File: src/rtl/gfx_pkg.sv
// Shared pixel-word layout and helpers for the display path.
// Pixel word is {r, g, b, valid} with valid in bit 0.
package gfx_pkg;

    localparam int CW        = 8;
    localparam int PW        = 3 * CW + 1;
    localparam int VALID_OFS = 0;
    localparam int B_OFS     = 1;
    localparam int G_OFS     = B_OFS + CW;
    localparam int R_OFS     = G_OFS + CW;

    localparam logic [2:0] HIT_NONE = 3'd7;

    typedef enum logic [1:0] {
        BG_CHECKER     = 2'd0,
        BG_BLACK       = 2'd1,
        BG_SOLID       = 2'd2,
        BG_INV_CHECKER = 2'd3
    } bg_mode_t;

    function automatic logic [PW-1:0] pack_pixel(input logic [CW-1:0] r,
                                                 input logic [CW-1:0] g,
                                                 input logic [CW-1:0] b,
                                                 input logic          valid);
        logic [PW-1:0] p;
        p                = '0;
        p[R_OFS +: CW]   = r;
        p[G_OFS +: CW]   = g;
        p[B_OFS +: CW]   = b;
        p[VALID_OFS]     = valid;
        return p;
    endfunction

    function automatic logic [3*CW-1:0] pixel_rgb(input logic [PW-1:0] p);
        return {p[R_OFS +: CW], p[G_OFS +: CW], p[B_OFS +: CW]};
    endfunction

    function automatic logic pixel_valid(input logic [PW-1:0] p);
        return p[VALID_OFS];
    endfunction

endpackage

File: src/rtl/layer_priority_enc.sv
// Lowest-index-first priority encoder with any/multiple-request flags.
module layer_priority_enc
    import gfx_pkg::*;
#(
    parameter int N = 4
) (
    input  logic [N-1:0] req,
    output logic [2:0]   idx,
    output logic         any,
    output logic         multi
);

    always_comb begin
        idx   = HIT_NONE;
        any   = 1'b0;
        multi = 1'b0;
        for (int i = 0; i < N; i++) begin
            if (req[i]) begin
                if (any) begin
                    multi = 1'b1;
                end else begin
                    idx = 3'(i);
                end
                any = 1'b1;
            end
        end
    end

endmodule

File: src/rtl/layer_compositor.sv
// Two-stage sprite-layer compositor with frame-shadowed controls and
// per-frame collision reporting.
module layer_compositor
    import gfx_pkg::*;
#(
    parameter int              NUM_LAYERS  = 4,
    parameter int              COL_W       = 12,
    parameter int              ROW_W       = 11,
    parameter int              CHECKER_BIT = 7,
    parameter logic [CW-1:0]   BG_LEVEL    = 8'h1F,
    parameter logic [3*CW-1:0] BG_COLOR    = 24'h000040
) (
    input  logic                       clock,
    input  logic                       reset,
    input  logic [NUM_LAYERS*PW-1:0]   layer_color,
    input  logic [COL_W-1:0]           display_col,
    input  logic [ROW_W-1:0]           display_row,
    input  logic                       visible,
    input  logic                       hsync,
    input  logic                       vsync,
    input  logic [NUM_LAYERS-1:0]      layer_enable,
    input  logic [1:0]                 bg_mode,
    output logic [CW-1:0]              vga_r,
    output logic [CW-1:0]              vga_g,
    output logic [CW-1:0]              vga_b,
    output logic                       vga_hs,
    output logic                       vga_vs,
    output logic                       vga_blank_n,
    output logic [2:0]                 hit_layer,
    output logic [NUM_LAYERS-1:0]      collision_status,
    output logic                       collision_valid
);

    logic [NUM_LAYERS*PW-1:0] s1_color;
    logic                     s1_visible, s1_hs, s1_vs, s1_vs_d, s1_chk;
    logic [NUM_LAYERS-1:0]    s1_valid, active, frame_hits, en_shadow, accum;
    bg_mode_t                 bgm_shadow;
    logic [2:0]               win_idx;
    logic                     win_any, win_multi, frame_edge;
    logic [3*CW-1:0]          win_rgb, bg_rgb;
    logic                     unused_pos;

    // Only the checker bit of the position is needed.
    assign unused_pos = ^{display_col, display_row};

    always_comb begin
        s1_valid = '0;
        win_rgb  = '0;
        for (int i = 0; i < NUM_LAYERS; i++) begin
            s1_valid[i] = pixel_valid(s1_color[i*PW +: PW]);
            if (win_idx == 3'(i)) win_rgb = pixel_rgb(s1_color[i*PW +: PW]);
        end
    end

    assign active     = s1_valid & en_shadow;
    assign frame_edge = s1_vs_d & ~s1_vs;
    assign frame_hits = (s1_visible && win_multi) ? active : '0;

    layer_priority_enc #(.N(NUM_LAYERS)) u_enc (
        .req   (active),
        .idx   (win_idx),
        .any   (win_any),
        .multi (win_multi)
    );

    always_comb begin
        bg_rgb = '0;
        case (bgm_shadow)
            BG_CHECKER:     bg_rgb = s1_chk ? {3{BG_LEVEL}} : '0;
            BG_INV_CHECKER: bg_rgb = s1_chk ? '0 : {3{BG_LEVEL}};
            BG_SOLID:       bg_rgb = BG_COLOR;
            default:        bg_rgb = '0;
        endcase
    end

    always_ff @(posedge clock or negedge reset) begin
        if (!reset) begin
            s1_color   <= '0;
            s1_visible <= 1'b0;
            s1_hs      <= 1'b1;
            s1_vs      <= 1'b1;
            s1_vs_d    <= 1'b1;
            s1_chk     <= 1'b0;
        end else begin
            s1_color   <= layer_color;
            s1_visible <= visible;
            s1_hs      <= hsync;
            s1_vs      <= vsync;
            s1_vs_d    <= s1_vs;
            s1_chk     <= display_col[CHECKER_BIT] ^ display_row[CHECKER_BIT];
        end
    end

    always_ff @(posedge clock or negedge reset) begin
        if (!reset) begin
            {vga_r, vga_g, vga_b} <= '0;
            hit_layer             <= HIT_NONE;
            vga_hs                <= 1'b1;
            vga_vs                <= 1'b1;
            vga_blank_n           <= 1'b0;
        end else begin
            if (!s1_visible) begin
                {vga_r, vga_g, vga_b} <= '0;
                hit_layer             <= HIT_NONE;
            end else if (win_any) begin
                {vga_r, vga_g, vga_b} <= win_rgb;
                hit_layer             <= win_idx;
            end else begin
                {vga_r, vga_g, vga_b} <= bg_rgb;
                hit_layer             <= HIT_NONE;
            end
            vga_hs      <= s1_hs;
            vga_vs      <= s1_vs;
            vga_blank_n <= s1_hs & s1_vs;
        end
    end

    // Boundary-cycle hits belong to the frame that is just starting.
    always_ff @(posedge clock or negedge reset) begin
        if (!reset) begin
            en_shadow        <= '1;
            bgm_shadow       <= BG_CHECKER;
            accum            <= '0;
            collision_status <= '0;
            collision_valid  <= 1'b0;
        end else if (frame_edge) begin
            en_shadow        <= layer_enable;
            bgm_shadow       <= bg_mode_t'(bg_mode);
            accum            <= frame_hits;
            collision_status <= accum;
            collision_valid  <= 1'b1;
        end else begin
            accum            <= accum | frame_hits;
            collision_valid  <= 1'b0;
        end
    end

endmodule

File: config.mk
export PLATFORM = sky130hd
export DESIGN_NAME = layer_compositor
export DESIGN_NICKNAME = d
export VERILOG_FILES = /design/src/rtl/gfx_pkg.sv /design/src/rtl/layer_priority_enc.sv /design/src/rtl/layer_compositor.sv
export SDC_FILE = /design/constraint.sdc
export NUM_CORES = 1
export LEC_CHECK = 0
export CAP_MARGIN = 20
export CORE_MARGIN = 1
export CORE_UTILIZATION = 45
export DETAILED_ROUTE_END_ITERATION = 6
export DONT_BUFFER_PORTS = 1
export GPL_ROUTABILITY_DRIVEN = 1
export PLACE_DENSITY = 0.64
export SETUP_SLACK_MARGIN = 0.4
export SLEW_MARGIN = 30
export SYNTH_ARGS = -nofsm -noshare
export SYNTH_HDL_FRONTEND = slang
export SYNTH_SLANG_ARGS = --single-unit
File: constraint.sdc
create_clock -name clock -period 2.4 [get_ports clock]
set_input_delay 0.72 -clock clock [delete_from_list [all_inputs] [get_ports clock]]
set_output_delay 0.72 -clock clock [all_outputs]
set_load 0.02 [all_outputs]
; ---- Yosys cells after proc, flatten, opt, wreduce, memory -nomap -nowiden
; Index checks and enable logic that the tools add are counted.
[op_classes]
reduce_logical = 3
muxes = 35
n_bitwise = 6
n_eq_ne = 5
[op_table]
columns = operator, n
row1 = 24-bit two-way mux, 4
row2 = 21-bit case mux with 3 select lines, 1
row3 = 8-bit two-way mux, 6
row4 = 21-bit two-way mux, 2
row5 = 3-bit two-way mux, 9
row6 = 1-bit two-way mux, 11
row7 = 4-bit two-way mux, 2
row8 = 3-bit by 2-bit == test with 1-bit output (second input constant), 2
row9 = 4-bit bitwise AND, 1
row10 = 2-bit == test (second input constant), 2
row11 = 4-bit OR, 1
row12 = 3-bit by 1-bit == test with 1-bit output (second input constant), 1
row13 = 3-bit logical NOT, 1
row14 = 1-bit bitwise AND, 2
row15 = 2-bit logical NOT, 1
row16 = 1-bit logical AND, 1
row17 = 1-bit NOT, 1
row18 = 1-bit XOR, 1
[word_totals]
word_cells = 66
in_bits = 134
output_inout_bits = 35
register_bits = 149

; ---- Longest topological paths before layout
[logic_depth]
ltp_word = 15
depth_mapped = 6
mapped_depth_nobuf = 4

; ---- Hierarchy
; Synthesis repeated with hierarchy kept, for this count alone.
[hier_totals]
cells_unflattened = 336
hier_area_um2 = 5019.8
[by_module_without_submodules]
columns = mod, seq_area_each_um2, instances, area_per_inst_um2, cells_per_inst
row1 = layer_compositor, 3742.3, 1, 4974.8, 328
row2 = layer_priority_enc, 0.0, 1, 45.0, 8

; ---- Worst setup path after synthesis
; Ideal clock, no wire load.
[synth_path]
path_type = register to register
startpoint = reg s1_vs
endpoint = reg collision_status[0]
t_arrival_ns = 1.375
stages_incl_launch_ff = 5
setup_time_ns = 0.125
setup_slack_ns = 0.900
required_ns = 2.275
path_buffers = 2
cell_sequence = dfstp_2 > nand2b_1 > clkbuf_1 > buf_2 > mux2_2
[synth_via]
elab_chain_len = 2
[synth_lines]
columns = element, line
row1 = from (decl), layer_compositor.sv:35  ; logic s1_visible, s1_hs, s1_vs, s1_vs_d, s1_chk;
row2 = from (signal assigned), layer_compositor.sv:88  ; s1_vs <= vsync;
row3 = 1-bit NOT, layer_compositor.sv:56  ; assign frame_edge = s1_vs_d & ~s1_vs;
row4 = 1-bit bitwise AND, layer_compositor.sv:56
row5 = to (signal assigned), layer_compositor.sv:130  ; collision_status <= accum;
row6 = to (decl), layer_compositor.sv:30  ; output logic [NUM_LAYERS-1:0] collision_status,
; No other way between the ends.
; A chain may end at the register's enable or synchronous reset.

; ---- Worst setup path in the final report
[layout_path]
startpoint = reg hit_layer[0]
endpoint = out hit_layer[0]
[layout_lines]
columns = element, line
row1 = from (decl), layer_compositor.sv:29  ; output logic [2:0] hit_layer,
row2 = from (signal assigned), layer_compositor.sv:107  ; hit_layer <= win_idx;
; No word-level cell between the ends.

==> run summary <==
The flow ran to the end, but the final reports show violations. The checks that failed: negative hold slack. In this run, CTS created clock tree buffers numbering 17. TritonCTS built the clock tree. At the pin with the least slew margin, the transition time is 722.7 ps.

The total area of sequential cells was 3742 um^2; the CTS clock-pin slew for the worst setup and hold paths was 60 ps. Dividing total power by cell area gives a power density of 1044 nW/um^2. The tools report the area of the die as 11,300 um^2. The instance count of the mapped netlist is 325, and the synthesized netlist net count is 459. The internal power of the cells totals 4.415 mW. For this run, the leading register cell type out of synthesis is sky130_fd_sc_hd__dfrtp_1. The repair_antennas step left the layout with diodes totalling 0.

Compared with the post-synthesis result, the final layout area differs by 14.08%. Counting flops with an async set or reset pin after synthesis yields a share of 100.0%. For the largest vdd supply drop, the log shows 0.6607 mV. Headroom to the max-slew limit came out at 51.82%. The post-route netlist has 21.04% of its cells at a drive strength greater than 1. The area of the core region was 10,420 um^2. The H-tree generated during clock tree synthesis spans 4 levels.

The run gives 0 as the overall overflow remaining after global route. The kind of start point of the critical path is a register. Counting along the longest clock path gives a buffer depth of 2. Across every metal layer, demand over resource in global routing totals 18.94%. Yosys mapped a number of flops with a built-in enable equal to 0. The critical path is of the reg2out type. The run gives 2,912 as the via count of the first global-routing pass. The cell leakage power was 2.413 nW. From bottom edge to top edge, the die measures 106.3 um. The sequential power share is 50.2%.

The HPWL after detailed placement is 6202 um. The logs give 46.99% for the effective utilization at floorplan and 2,676 for the total number of vias. During synthesis, Yosys emitted a total of 0 warnings. Based on the critical path, the design can be clocked at up to 0.5446 GHz. The tools report the kind of end point of the critical path as an output pin.

In the routed layout, each cell is associated on average with a via count of 5.540. The routed wire length per instance works out to 20.64 um. 169 I/O pins were placed.

In this run the horizontal extent of the chip is 106.3 um. Routability-driven placement finished with a final weighted congestion of 0.7261. The number of max-slew violations in the final report was 0; the final clock skew was 6.982 ps.

Once detail routing completed, the nets flagged for antenna violations numbered 0. The net count of the finished layout is 468. For the number of max-cap violations, the log shows 0. The logs give 150 for the largest net degree at the start of global routing and 4 for the number of iterations in the first detailed-routing pass. The final layout contains routed wiring with a total length of 9968 um.

Largest fanout of any net on the critical path: 1. The data arrival time of the critical path was 1120 ps; the fraction of power spent switching nets was 24.28%. The sink count of the clock tree is 149. Final-report hold violation count: 138. Setup violations remaining at the end of the flow were counted as 0.

The data required time at the worst endpoint is 1680 ps, and the number of distinct standard cells referenced by the synthesized netlist is 36. The sequential area share after synthesis is 76.46%, and the mean post-synth cell area is 15.06 um^2. The number of DRC violations after detailed routing is 0, and the clock group share of total power is 43.7%. In the post-route analysis, the smallest setup slack over all paths is 563.8 ps.

Row generation in the floorplan step produced 37 rows. The number of antenna violations at the first check in global routing was 0; the total negative slack was 0 ps. The area of the mapped netlist came out at 4895 um^2. In this run the clock root is driven by a sky130_fd_sc_hd__clkbuf_8. Of the total power, combinational logic draws 6.2%. The time the final worst path needs with I/O delays and setup was 1836 ps.

Setup repair after global routing left no endpoint under its margin. The worst hold slack after final layout is -117.1 ps. The number of synthesized register bits is 149, and the setup slack at placement is 389.4 ps.

The first global-routing pass estimated 15,300 um of wire. The final-layout fill cell count was 828. Number of buffer cells added on primary ports: 0. For this design the total switching power over the nets is 1.415 mW. The clock latency on the worst-skew pair was 530 ps. The area taken by multi-input logic gates came out at 1026 um^2. Path category of the worst min-delay check: in2async.

The final worst-path cycle share was 76.51%; the iteration-0 DRC count of the detailed router was 149.
stage by stage:
| step | hold slack, ps | area (um^2) | cells | power (mW) | util [%] |
|---|---|---|---|---|---|
| after floorplan | 351.0 | 4895 | 325 | 3.228 | - |
| after global placement | 355.2 | 5000 | 450 | 3.313 | 48.00 |
| after detailed placement | 353.8 | 5000 | 450 | 3.329 | 48.00 |
| after CTS | -139.2 | 5582 | 483 | 5.887 | 53.59 |
| after global routing | -135.9 | 5584 | 483 | 6.040 | 53.61 |
| final | -117.1 | 5584 | 483 | 5.830 | 53.61 |
layout by cell type, fill, tap and decap left out, types with 3 or more instances in the layout:
cell type and instances:
sky130_fd_sc_hd__nor2_1 39, sky130_fd_sc_hd__nor3_1 11, sky130_fd_sc_hd__buf_4 9, sky130_fd_sc_hd__clkbuf_16 16, sky130_fd_sc_hd__nand2_1 7, sky130_fd_sc_hd__a32o_1 4, sky130_fd_sc_hd__a21oi_1 6, sky130_fd_sc_hd__o2bb2ai_1 8
sky130_fd_sc_hd__o21ai_0 10, sky130_fd_sc_hd__a211oi_1 4, sky130_fd_sc_hd__o221ai_1 4, sky130_fd_sc_hd__clkinvlp_4 5, sky130_fd_sc_hd__dfstp_2 11, sky130_fd_sc_hd__nor4_2 6, sky130_fd_sc_hd__dfrtp_1 138, sky130_fd_sc_hd__o21a_1 12
sky130_fd_sc_hd__a221oi_1 8, sky130_fd_sc_hd__clkbuf_8 3, sky130_fd_sc_hd__mux2_2 10, sky130_fd_sc_hd__nand3_1 4, sky130_fd_sc_hd__and2_1 5, sky130_fd_sc_hd__nor4_1 5
timing repair:
item                                    4_1_cts  5_1_grt
pin swaps                                     1        0
hold endpoints to repair                    138      138
buffers inserted                              1        0
endpoints found under the setup margin        3       11
resized for setup                             0        1
logic make-up (layout without fill, tap and decap cells):
kind of cell | Yosys count | after routing | share of synthesized area (%)
AOI/OAI and AO/OA | 58 | 58 | 9.049
and+or+nand+nor | 87 | 87 | 9.382
xor gates and xnor gates | 1 | 1 | 0.1790
muxes | 10 | 10 | 2.301
buffers and inverters | 20 | 42 | 2.633
DFF | 149 | 149 | 76.46
cell type report:
type                       count  area share, %
sequential                   149          67.02
multi-input combinational    156          18.37
clock buffer                  21          8.044
tap                          136          3.047
clock inverter                11          2.241
timing repair buffer           9          1.210
inverter                       1        0.06722
cells in the mapped netlist (2+ instances only):
cell type	count	area [um^2]
sky130_fd_sc_hd__and2_1	5	31.28
sky130_fd_sc_hd__dfrtp_1	138	3453
sky130_fd_sc_hd__o21a_1	12	90.09
sky130_fd_sc_hd__nor4_2	6	75.07
sky130_fd_sc_hd__o21ai_0	10	50.05
sky130_fd_sc_hd__nor3_1	11	55.05
sky130_fd_sc_hd__a211oi_1	4	30.03
sky130_fd_sc_hd__a21oi_1	6	30.03
sky130_fd_sc_hd__clkbuf_1	4	15.01
sky130_fd_sc_hd__mux2_2	10	112.6
sky130_fd_sc_hd__nand2_1	8	30.03
sky130_fd_sc_hd__o2bb2ai_1	8	70.07
sky130_fd_sc_hd__buf_2	9	45.04
sky130_fd_sc_hd__nand3_1	4	20.02
sky130_fd_sc_hd__nor2_1	39	146.4
sky130_fd_sc_hd__buf_4	2	15.01
sky130_fd_sc_hd__dfstp_2	11	289.0
sky130_fd_sc_hd__buf_6	2	22.52
sky130_fd_sc_hd__o221ai_1	4	35.03
sky130_fd_sc_hd__nor2_2	2	12.51
sky130_fd_sc_hd__a221oi_1	8	70.07
sky130_fd_sc_hd__nor4_1	5	31.28
sky130_fd_sc_hd__a32o_1	4	40.04
final timing paths:
| check | slack, ps | startpoint | depth (start not counted) | end |
|---|---|---|---|---|
| worst max-delay path | 560 | hit_layer[0]$_DFF_PN1_ | 0 | hit_layer[0] |
| worst min-delay path | -120 | reset | 0 | s1_color[54]$_DFF_PN0_ |
| worst max register to register | 700 | en_shadow[1]$_DFFE_PN1P_ | 5 | vga_g[5]$_DFF_PN0_ |
| worst min register to register | 360 | s1_hs$_DFF_PN1_ | 0 | vga_hs$_DFF_PN1_ |
| max in group asynchronous | 2220 | reset | 0 | en_shadow[0]$_DFFE_PN1P_ |
| min in group clock | 190 | vsync | 0 | s1_vs$_DFF_PN1_ |
routing by layer:
metal	GRT usage [%]	vias to the layer above	part of all wire, %
met5	0	-	0
met2	30.33	116	49
met4	9.325	0	1.6
met3	8.461	14	9.8
met1	21.54	1396	40
li1	-	1150	-
registers in the layout, summed over array words and instances, names as in the netlist, 2 cells and up:
name,cells
hit_layer,3
vga_g,8
vga_r,8
en_shadow,4
accum,4
vga_b,8
s1_color,100
collision_status,4
bgm_shadow,2
power by group through the flow:
stage / clock network, mW / registers, mW / logic, mW
3_3_place_gp: 0 / 2.96 / 0.350
3_5_place_dp: 0 / 2.97 / 0.361
4_1_cts: 2.60 / 2.93 / 0.363
2_1_floorplan: 0 / 2.93 / 0.293
6_report: 2.55 / 2.92 / 0.359
5_1_grt: 2.70 / 2.95 / 0.399
No activity file was read; power rests on OpenSTA's default activity.
